## config.mk

```make
export PLATFORM = sky130hd
export DESIGN_NAME = tape_pulse_gen_flat
export DESIGN_NICKNAME = d
export VERILOG_FILES = /design/src/rtl/tape_pulse_gen_if.sv /design/src/rtl/tape_pulse_gen.sv /design/src/flat_wrapper.sv
export SDC_FILE = /design/constraint.sdc
export NUM_CORES = 1
export LEC_CHECK = 0
export CAP_MARGIN = 20
export CORE_MARGIN = 2
export CORE_UTILIZATION = 65
export CTS_BUF_LIST = sky130_fd_sc_hd__clkbuf_2
export CTS_CLUSTER_DIAMETER = 40
export DETAILED_ROUTE_END_ITERATION = 8
export GPL_ROUTABILITY_DRIVEN = 1
export PLACE_DENSITY = 0.9
export SETUP_SLACK_MARGIN = 0.5
export SLEW_MARGIN = 20
export SYNTH_ARGS = -nofsm -noshare
export SYNTH_HDL_FRONTEND = slang
export SYNTH_SLANG_ARGS = --single-unit
```

## constraint.sdc

```tcl
create_clock -name clk_peripheral -period 6.64 [get_ports clk_peripheral]
set_input_delay 1.66 -clock clk_peripheral [delete_from_list [all_inputs] [get_ports clk_peripheral]]
set_output_delay 1.66 -clock clk_peripheral [all_outputs]
set_load 0.1 [all_outputs]
```

## src/rtl/tape_pulse_gen_if.sv

```systemverilog
// Byte stream from the tape loader into tape_pulse_gen.
// The master drives s_data/s_valid/s_last. The slave returns s_ready.
interface tape_pulse_gen_if;
  localparam int unsigned DATA_W = 8;

  logic [DATA_W-1:0] s_data;
  logic              s_valid;
  logic              s_last;
  logic              s_ready;

  modport master (output s_data, output s_valid, output s_last, input s_ready);
  modport slave  (input s_data, input s_valid, input s_last, output s_ready);
endinterface

```

## src/rtl/tape_pulse_gen.sv

```systemverilog
// ZX Spectrum standard-speed tape waveform generator: pilot, sync, data and optional pause.
// Pulse timing counts T-states on ce_3m5. Bytes arrive through a one-entry buffer.
// Optional feature: define TAPE_PAUSE_EN to add the post-block silence (PAUSE state, 22-bit counter).
module tape_pulse_gen #(
  parameter int unsigned PILOT_T    = 2168,
  parameter int unsigned SYNC1_T    = 667,
  parameter int unsigned SYNC2_T    = 735,
  parameter int unsigned BIT0_T     = 855,
  parameter int unsigned BIT1_T     = 1710,
  parameter int unsigned PILOT_HDR  = 8063,
  parameter int unsigned PILOT_DATA = 3223
`ifdef TAPE_PAUSE_EN
  , parameter int unsigned PAUSE_T  = 3500000
`endif
) (
  input  logic                clk_peripheral,
  input  logic                reset_n,
  input  logic                ce_3m5,
  input  logic                start,
  tape_pulse_gen_if.slave     bus,
  output logic                tape_out,
  output logic                busy,
  output logic                done,
  output logic                err
);

  localparam int unsigned CNT_W  = 16;
  localparam int unsigned PCNT_W = 16;
`ifdef TAPE_PAUSE_EN
  localparam int unsigned PAUSE_W = 22;
`endif

  typedef enum logic [2:0] {
    S_IDLE,
    S_FLAG,
    S_PILOT,
    S_SYNC1,
    S_SYNC2,
    S_DATA,
`ifdef TAPE_PAUSE_EN
    S_PAUSE
`else
    S_END
`endif
  } state_t;

  state_t            state, state_n;
  logic [CNT_W-1:0]  cnt, cnt_n;
  logic [PCNT_W-1:0] pil, pil_n;
  logic [7:0]        sh, sh_n;
  logic              sh_last, sh_last_n;
  logic [2:0]        bit_idx, bit_n;
  logic              half, half_n;
  logic [7:0]        buf_data, buf_data_n;
  logic              buf_last, buf_last_n;
  logic              buf_full, buf_full_n;
  logic              last_seen, last_seen_n;
  logic              tape_n, busy_n, done_n, err_n;
  logic              pulse_end, counting, accept;
`ifdef TAPE_PAUSE_EN
  logic [PAUSE_W-1:0] pause_cnt, pause_n;
`endif

  // Half-period reload value for a data bit
  function automatic logic [CNT_W-1:0] bit_len(input logic b);
    return b ? CNT_W'(BIT1_T - 1) : CNT_W'(BIT0_T - 1);
  endfunction

  // The buffer accepts a byte only while a block runs, the buffer is empty and the final byte has not arrived
  assign bus.s_ready = busy & ~buf_full & ~last_seen;

  // Next-state, pulse engine, and byte buffer
  always_comb begin
    state_n     = state;
    cnt_n       = cnt;
    pil_n       = pil;
    sh_n        = sh;
    sh_last_n   = sh_last;
    bit_n       = bit_idx;
    half_n      = half;
    buf_data_n  = buf_data;
    buf_last_n  = buf_last;
    buf_full_n  = buf_full;
    last_seen_n = last_seen;
    tape_n      = tape_out;
    busy_n      = busy;
    done_n      = 1'b0;
    err_n       = 1'b0;
`ifdef TAPE_PAUSE_EN
    pause_n     = pause_cnt;
`endif

    accept    = bus.s_valid & bus.s_ready;
    pulse_end = ce_3m5 && (cnt == '0);
    counting  = (state == S_PILOT) || (state == S_SYNC1) ||
                (state == S_SYNC2) || (state == S_DATA);

    if (accept) begin
      buf_data_n = bus.s_data;
      buf_last_n = bus.s_last;
      buf_full_n = 1'b1;
      if (bus.s_last) last_seen_n = 1'b1;
    end

    if (counting && ce_3m5 && (cnt != '0)) cnt_n = cnt - CNT_W'(1);

    case (state)
      S_IDLE: begin
        tape_n = 1'b0;
        if (start) begin
          state_n     = S_FLAG;
          busy_n      = 1'b1;
          last_seen_n = 1'b0;
          buf_full_n  = 1'b0;
        end
      end
      S_FLAG: begin
        if (buf_full) begin
          sh_n       = buf_data;
          sh_last_n  = buf_last;
          buf_full_n = 1'b0;
          pil_n      = buf_data[7] ? PCNT_W'(PILOT_DATA) : PCNT_W'(PILOT_HDR);
          cnt_n      = '0;
          state_n    = S_PILOT;
        end
      end
      S_PILOT: begin
        if (pulse_end) begin
          tape_n = ~tape_out;
          if (pil != '0) begin
            pil_n = pil - PCNT_W'(1);
            cnt_n = CNT_W'(PILOT_T - 1);
          end else begin
            cnt_n   = CNT_W'(SYNC1_T - 1);
            state_n = S_SYNC1;
          end
        end
      end
      S_SYNC1: begin
        if (pulse_end) begin
          tape_n  = ~tape_out;
          cnt_n   = CNT_W'(SYNC2_T - 1);
          state_n = S_SYNC2;
        end
      end
      S_SYNC2: begin
        if (pulse_end) begin
          tape_n  = ~tape_out;
          cnt_n   = bit_len(sh[7]);
          bit_n   = 3'd7;
          half_n  = 1'b0;
          state_n = S_DATA;
        end
      end
      S_DATA: begin
        if (pulse_end) begin
          if (!half) begin
            tape_n = ~tape_out;
            half_n = 1'b1;
            cnt_n  = bit_len(sh[bit_idx]);
          end else if (bit_idx != 3'd0) begin
            tape_n = ~tape_out;
            half_n = 1'b0;
            bit_n  = bit_idx - 3'd1;
            cnt_n  = bit_len(sh[bit_idx - 3'd1]);
          end else if (sh_last) begin
            // The final inversion closes the last pulse
            tape_n = ~tape_out;
`ifdef TAPE_PAUSE_EN
            pause_n = PAUSE_W'(PAUSE_T - 1);
            state_n = S_PAUSE;
`else
            state_n = S_END;
`endif
          end else if (buf_full) begin
            sh_n       = buf_data;
            sh_last_n  = buf_last;
            buf_full_n = 1'b0;
            tape_n     = ~tape_out;
            half_n     = 1'b0;
            bit_n      = 3'd7;
            cnt_n      = bit_len(buf_data[7]);
          end else begin
            // Underrun: abort the block at the byte boundary
            tape_n  = 1'b0;
            busy_n  = 1'b0;
            err_n   = 1'b1;
            state_n = S_IDLE;
          end
        end
      end
`ifdef TAPE_PAUSE_EN
      S_PAUSE: begin
        tape_n = 1'b0;
        if (ce_3m5) begin
          if (pause_cnt == '0) begin
            done_n  = 1'b1;
            busy_n  = 1'b0;
            state_n = S_IDLE;
          end else begin
            pause_n = pause_cnt - PAUSE_W'(1);
          end
        end
      end
`else
      S_END: begin
        tape_n  = 1'b0;
        done_n  = 1'b1;
        busy_n  = 1'b0;
        state_n = S_IDLE;
      end
`endif
      default: state_n = S_IDLE;
    endcase
  end

  // State and datapath registers with synchronous reset
  always_ff @(posedge clk_peripheral) begin
    if (!reset_n) begin
      state     <= S_IDLE;
      cnt       <= '0;
      pil       <= '0;
      sh        <= '0;
      sh_last   <= 1'b0;
      bit_idx   <= '0;
      half      <= 1'b0;
      buf_data  <= '0;
      buf_last  <= 1'b0;
      buf_full  <= 1'b0;
      last_seen <= 1'b0;
      tape_out  <= 1'b0;
      busy      <= 1'b0;
      done      <= 1'b0;
      err       <= 1'b0;
`ifdef TAPE_PAUSE_EN
      pause_cnt <= '0;
`endif
    end else begin
      state     <= state_n;
      cnt       <= cnt_n;
      pil       <= pil_n;
      sh        <= sh_n;
      sh_last   <= sh_last_n;
      bit_idx   <= bit_n;
      half      <= half_n;
      buf_data  <= buf_data_n;
      buf_last  <= buf_last_n;
      buf_full  <= buf_full_n;
      last_seen <= last_seen_n;
      tape_out  <= tape_n;
      busy      <= busy_n;
      done      <= done_n;
      err       <= err_n;
`ifdef TAPE_PAUSE_EN
      pause_cnt <= pause_n;
`endif
    end
  end

endmodule

```

## src/flat_wrapper.sv

```systemverilog
// flat-port wrapper written by rule: the top's interface ports become plain ports
module tape_pulse_gen_flat 
#(
  parameter int unsigned PILOT_T    = 2168,
  parameter int unsigned SYNC1_T    = 667,
  parameter int unsigned SYNC2_T    = 735,
  parameter int unsigned BIT0_T     = 855,
  parameter int unsigned BIT1_T     = 1710,
  parameter int unsigned PILOT_HDR  = 8063,
  parameter int unsigned PILOT_DATA = 3223

)
  (clk_peripheral, reset_n, ce_3m5, start, tape_out, busy, done, err, bus_s_data, bus_s_valid, bus_s_last, bus_s_ready);
  tape_pulse_gen_if bus_i ();
  input  logic clk_peripheral;
  input  logic reset_n;
  input  logic ce_3m5;
  input  logic start;
  output logic tape_out;
  output logic busy;
  output logic done;
  output logic err;
  input wire logic [$bits(bus_i.s_data)-1:0] bus_s_data;
  input wire logic [$bits(bus_i.s_valid)-1:0] bus_s_valid;
  input wire logic [$bits(bus_i.s_last)-1:0] bus_s_last;
  output wire logic [$bits(bus_i.s_ready)-1:0] bus_s_ready;
  assign bus_i.s_data = bus_s_data;
  assign bus_i.s_valid = bus_s_valid;
  assign bus_i.s_last = bus_s_last;
  assign bus_s_ready = bus_i.s_ready;
  tape_pulse_gen #(.PILOT_T(PILOT_T), .SYNC1_T(SYNC1_T), .SYNC2_T(SYNC2_T), .BIT0_T(BIT0_T), .BIT1_T(BIT1_T), .PILOT_HDR(PILOT_HDR), .PILOT_DATA(PILOT_DATA)) u_core (.clk_peripheral(clk_peripheral), .reset_n(reset_n), .ce_3m5(ce_3m5), .start(start), .bus(bus_i), .tape_out(tape_out), .busy(busy), .done(done), .err(err));
endmodule
```

==> flow_summary.yaml, run 1 <==
route:
  dr.first_iter.drc_count: 551
  detailedRoute.firstPassIterationCount: 6
  drc: 0
  vias: 3889
  post_drt_wl_per_cell_um: 18.52
  postRouteAntennaNets: 0
  via_per_inst: 7.058
  routed_wl_mm: 10.21
power:
  power_leakage_nw: 1.400
  p_sw_mw: 0.4551
  internal_power_mw: 0.6135
  power_frac_clock_pct: 20.9
  netSwitchingFraction_pct: 42.59
  max-vdd-ir-drop_mv: 0.1858
  power.share.combinational_pct: 38.5
  power-per-cell-area_nw_per_um2: 263.3
  power.total_mw: 1.069
  sequentialPowerShare_pct: 40.6
sta:
  tightest_slew_ns: 0.9801
  final.setup.tns_ns: 0
  max_clock_freq_mhz: 239.8
  worst_clock_skew_ns: 0.02541
  final-hold-violation-count: 0
  finalMaxSlewViolations: 0
  setup_violations: 0
  post-route-period-util_pct: 62.80
  grt_setup_unrepaired: "no"
  max-slew-margin-rel_pct: 34.12
  post-route-min-period_ns: 4.170
  hold_ws_ns: 0.4684
worst_setup_path:
  reg2reg_setup_slack_ns: 3.14
  worst_path_maximum_fanout: 9
  timing.critical_path.to_type: "output port"
  timing_worst_setup_path_type: "reg -> out"
  timing.critical_path.arrival_ns: 2.51
  critical_path_rt_ns: 4.98
  cp_startpoint_kind: "register"
layout:
  antenna_cells: 0
  fillers: 452
  area_growth_pct: 6.395
  post_route_cells_drive_above_1_share_pct: 7.307
  final_common_cell: "dfxtp_1"
  area.sequential_sq_um: 1261
  multi_input_comb_area_sq_um: 2360
  nNetsFinal: 494
  final_core_utilization_pct: 72.82
  final_cell_mix: "63 x dfxtp_1, 45 x nand2_1, 44 x nor2_1"
yosys:
  synth.distinct_cells: 75
  ys_ff_latch: 63
  asyncSetResetFlopFracSynth_pct: 0
  synthesis.area_sq_um: 3815
  edff_count_synth: 0
  synth_area_leader_cell: "dfxtp_1"
  synth.net_count: 493
  syn_area_per_cell_sq_um: 8.048
  synth_largest_type_area_fraction_pct: 33.06
  instance_count_of_the_mapped_netlist: 474
  synth.yosys.seq_area_share_pct: 33.06
  leading_cell_types_by_total_area_after_synthesis: "dfxtp_1 33%, a21oi_1 5.5%, nand2_1 4.4%, nor2_1 4.3%, nor3_1 3.4%"
  ys.warnings.count: 0
  postSynth.topFlopCell: "dfxtp_1"
die:
  die_width_um: 80.61
  initial_standard_cell_utilization_of_the_core_pct: 68.44
  row_count: 27
  core-area_sq_um: 5574
  io-pin-count: 19
  floorplan.die_area_sq_um: 6498
  die_h_um: 80.61
clock_tree:
  clock-root-buffer: "clkbuf_2"
  cts_tree: "built"
  clock_sinks: 63
  setup_bufs_post_cts: 0
  post_cts_resize_count: 0
  cts_buffer_depth: 2
  cts.htree.levels: 3
  post_cts_hold_buffer_count: 0
  worst_setup_hold_path_clk_slew_ns: 0.17
  tritoncts.num_buffers: 9
  clkLatencyLatePin_ns: 0.49
grt:
  global_router_s_overall_resource_usage_pct: 33.16
  antenna_violations_before_repair: 0
  pin_count_of_the_biggest_net_entering_global_routing: 40
  first_global_vias: 3589
  grt_pass1_wl_mm: 16.82
  grt_overflow_total: 0
flow_run:
  drv.max_cap_violation_count: 0
place:
  place.port_buffers: 18
  place_hpwl_mm: 6.966
  gpl.final_weighted_congestion: 0.9354
hold_path:
  timing.hold.worst.class: "reg -> reg"
run_status:
  outcome: "finished, final reports clean"
==> state kept, by name, indices dropped and copies added (netlist names) <==
name / flops
u_core.last_seen: 1
u_core.cnt: 16
u_core.sh: 8
u_core.done: 1
u_core.buf_last: 1
u_core.err: 1
u_core.half: 1
u_core.buf_data: 8
u_core.bit_idx: 3
u_core.state: 3
u_core.sh_last: 1
u_core.tape_out: 1
u_core.pil: 16
u_core.busy: 1
u_core.buf_full: 1
==> final timing paths <==
check	from	endpoint	depth (start not counted)
max reg2reg	u_core.state[0]$_SDFFE_PN0P_	u_core.cnt[8]$_SDFF_PN0_	6
min	u_core.buf_data[1]$_SDFFE_PN0P_	u_core.buf_data[1]$_SDFFE_PN0P_	2
min reg2reg	u_core.buf_data[1]$_SDFFE_PN0P_	u_core.buf_data[1]$_SDFFE_PN0P_	2
max	u_core.buf_full$_SDFF_PN0_	bus_s_ready	2
==> power groups by stage <==
stage	combinational (mW)	sequential, mW	clock, mW
2_1_floorplan	0.318	0.434	0
3_3_place_gp	0.379	0.438	0
3_5_place_dp	0.393	0.440	0
4_1_cts	0.396	0.432	0.222
5_1_grt	0.442	0.437	0.242
6_report	0.412	0.434	0.223
==> Yosys cell counts (4+ instances only) <==
master	instances
ha_1	5
nor2_1	44
nand2_1	45
nand4_1	4
a21oi_1	42
o21a_1	5
and2_1	4
o21ai_1	4
dfxtp_1	63
mux2i_1	11
o21ai_0	15
nand3_1	18
xnor2_1	4
a311oi_1	5
a211oi_1	11
and3_1	6
xor2_1	10
nor4_1	6
a31oi_1	11
clkbuf_1	22
nand2b_1	6
inv_1	13
nor3_1	26
o31ai_1	5
buf_2	5
o31a_1	5
==> final cells by class <==
cell class | count | share of cell area, %
multi-input cells | 367 | 58.14
repair buffers | 20 | 4.809
flip-flops and latches | 63 | 31.07
clock inverters | 5 | 1.233
clock buffers | 10 | 1.233
well taps | 72 | 2.219
inverters | 14 | 1.295
==> critical path: stages (launching register included) <==
cell             delay (ns)
dfxtp_1                0.44
nor3b_1                0.38
clkdlybuf4s50_1        1.21
==> per-stage QoR <==
stage | worst slack, ns | cell area [sq um] | std cells
floorplan | 1.647 | 3815 | 474
global placement | 2.732 | 3959 | 536
detailed placement | 2.656 | 3959 | 536
CTS | 2.483 | 4059 | 551
global route | 2.393 | 4059 | 551
finish | 2.470 | 4059 | 551
==> metal layers <==
metal | track usage [%] | wire length (um)
met3 | 6.067 | 953
met5 | 0 | 0
met2 | 55.75 | 4820
met1 | 41.29 | 4102
met4 | 14.58 | 331
==> cells by family after synthesis <==
kind of cell	share of synthesized area (%)
AO/OA/AOI/OAI	26.30
flip-flops	33.06
multiplexers	5.248
adder cells (fa/ha/maj)	1.640
XOR/XNOR	3.214
AND/OR/NAND/NOR	25.45
buffers and inverters	5.083
(Power assumes the default switching activity.)
==> run 2: changes to the inputs <==
CORE_UTILIZATION = 57   (was 65)
PLACE_DENSITY = 0.84   (was 0.9)
clock period = 3.6 ns   (was 6.64 ns; I/O delays follow)
==> run 2 against run 1 <==
Net effect:
- the run now ends with design-rule violations left
- sequential power rose by 85%
- sequential share of layout area fell by 0.66 points
- cell area rose by 2.2%
- clock skew rose by 0.010 ns
- global-route usage fell by 4.2 points
- via count fell by 3.2%
- highest routed layer unchanged
- routed wire length fell by 0.58%
==> flow_summary.yaml, run 2 (synthesis results as in run 1) <==
run_status:
  outcome: "finished with violations"
  violations: "design-rule violations"
grt:
  global_router_s_overall_resource_usage_pct: 28.92
  antenna_violations_before_repair: 0
  first_global_vias: 3501
  grt_pass1_wl_mm: 16.91
  grt_overflow_total: 0
  pin_count_of_the_biggest_net_entering_global_routing: 23
power:
  power-per-cell-area_nw_per_um2: 495.1
  max-vdd-ir-drop_mv: 0.3121
  power_leakage_nw: 1.448
route:
  postRouteAntennaNets: 0
  vias: 3763
  via_per_inst: 6.672
  post_drt_wl_per_cell_um: 17.99
  detailedRoute.firstPassIterationCount: 7
  dr.first_iter.drc_count: 446
  routed_wl_mm: 10.15
  drc: 1
flow_run:
  drv.max_cap_violation_count: 0
die:
  core-area_sq_um: 6422
  row_count: 29
  floorplan.die_area_sq_um: 7363
  die_h_um: 85.81
  die_width_um: 85.81
  io-pin-count: 19
  initial_standard_cell_utilization_of_the_core_pct: 59.40
layout:
  registers_with_the_most_flip_flops: "u_core.cnt: 16 flops, u_core.pil: 16 flops"
  final_common_cell: "dfxtp_1"
  final_cell_mix: "63 x dfxtp_1, 45 x nand2_1, 44 x nor2_1"
  area_growth_pct: 8.691
  final_core_utilization_pct: 64.56
  post_route_cells_drive_above_1_share_pct: 10.06
  fillers: 537
  antenna_cells: 0
  nNetsFinal: 501
sta:
  max_clock_freq_mhz: 341.9
  max-slew-margin-rel_pct: 35.56
  finalMaxSlewViolations: 0
  setup_violations: 0
  worst_clock_skew_ns: 0.03547
  grt_setup_unrepaired: "no"
  post-route-min-period_ns: 2.925
  final-hold-violation-count: 0
  tightest_slew_ns: 0.9636
  final.setup.tns_ns: 0
  post-route-period-util_pct: 81.24
clock_tree:
  post_cts_hold_buffer_count: 0
  tritoncts.num_buffers: 9
  cts_tree: "built"
  post_cts_resize_count: 0
  worst_setup_hold_path_clk_slew_ns: 0.22
  setup_bufs_post_cts: 0
  clock-root-buffer: "clkbuf_2"
  clock_sinks: 63
  clkLatencyLatePin_ns: 0.54
  cts.htree.levels: 3
  cts_buffer_depth: 2
worst_setup_path:
  cpPeakStageDelay_ns: 1.12
  timing_worst_setup_path_type: "reg -> out"
  timing.critical_path.buf_inv: 1
  critical_path.top_delay_family: "buffers and inverters"
  cell_with_the_largest_stage_delay_on_the_worst_path: "clkdlybuf4s50_1"
  timing.critical_path.to_type: "output port"
  worst_path_cell_trace: "clkdlybuf4s50_1"
  cp_startpoint_kind: "register"
  worst_path_maximum_fanout: 1
  timing.critical_path.arrival_ns: 2.02
  critical_path_rt_ns: 2.70
place:
  place.port_buffers: 18
  place_hpwl_mm: 7.170
  gpl.final_weighted_congestion: 0.9768
hold_path:
  timing.hold.worst.class: "reg -> reg"
[run 2: per-stage QoR]
step | instance area [sq um] | setup slack [ns] | instances | hold slack [ns] | total power [mW]
2_1_floorplan | 3826 | 0.7550 | 474 | 0.4360 | 1.391
3_3_place_gp | 4021 | 0.6653 | 548 | 0.4455 | 1.550
3_5_place_dp | 4021 | 0.5822 | 548 | 0.4532 | 1.569
4_1_cts | 4146 | 0.6458 | 564 | 0.4775 | 2.028
5_1_grt | 4146 | 0.5459 | 564 | 0.5019 | 2.163
6_report | 4146 | 0.6755 | 564 | 0.4731 | 2.053
[run 2: cell type report]
| class | instances | area [sq um] | area share (%) |
|---|---|---|---|
| flip-flops and latches | 63 | 1261 | 30.42 |
| multi-input cells | 367 | 2371 | 57.18 |
| clock buffers | 9 | 45.04 | 1.086 |
| well taps | 77 | 96.34 | 2.323 |
| clock inverters | 7 | 80.08 | 1.931 |
| inverters | 14 | 52.55 | 1.267 |
| repair buffers | 27 | 240.2 | 5.794 |
[run 2: metal layers]
layer	vias to the layer above	global-route usage, %	share of wire, %	wire length (um)
met5	-	0	0	0
met4	0	9.812	2.0	205
met3	29	7.988	8.7	880
met2	187	44.74	46	4670
met1	1761	39.01	43	4391
li1	1786	-	-	-
[run 2: path summary, 6_finish.rpt]
kind	from	end	slack (ns)	cells after the start
worst min-delay path	u_core.buf_data[5]$_SDFFE_PN0P_	u_core.buf_data[5]$_SDFFE_PN0P_	0.47	2
worst max-delay path	u_core.done$_SDFF_PN0_	done	0.68	1
worst min register to register	u_core.buf_data[5]$_SDFFE_PN0P_	u_core.buf_data[5]$_SDFFE_PN0P_	0.47	2
worst max register to register	u_core.bit_idx[0]$_SDFFE_PN0P_	u_core.cnt[7]$_SDFF_PN0_	0.73	8
[run 2: power breakdown]
group	total, mW	internal (mW)	switching, mW
Sequential	0.803	0.738	0.0649
Clock	0.466	0.167	0.300
Combinational	0.783	0.262	0.521
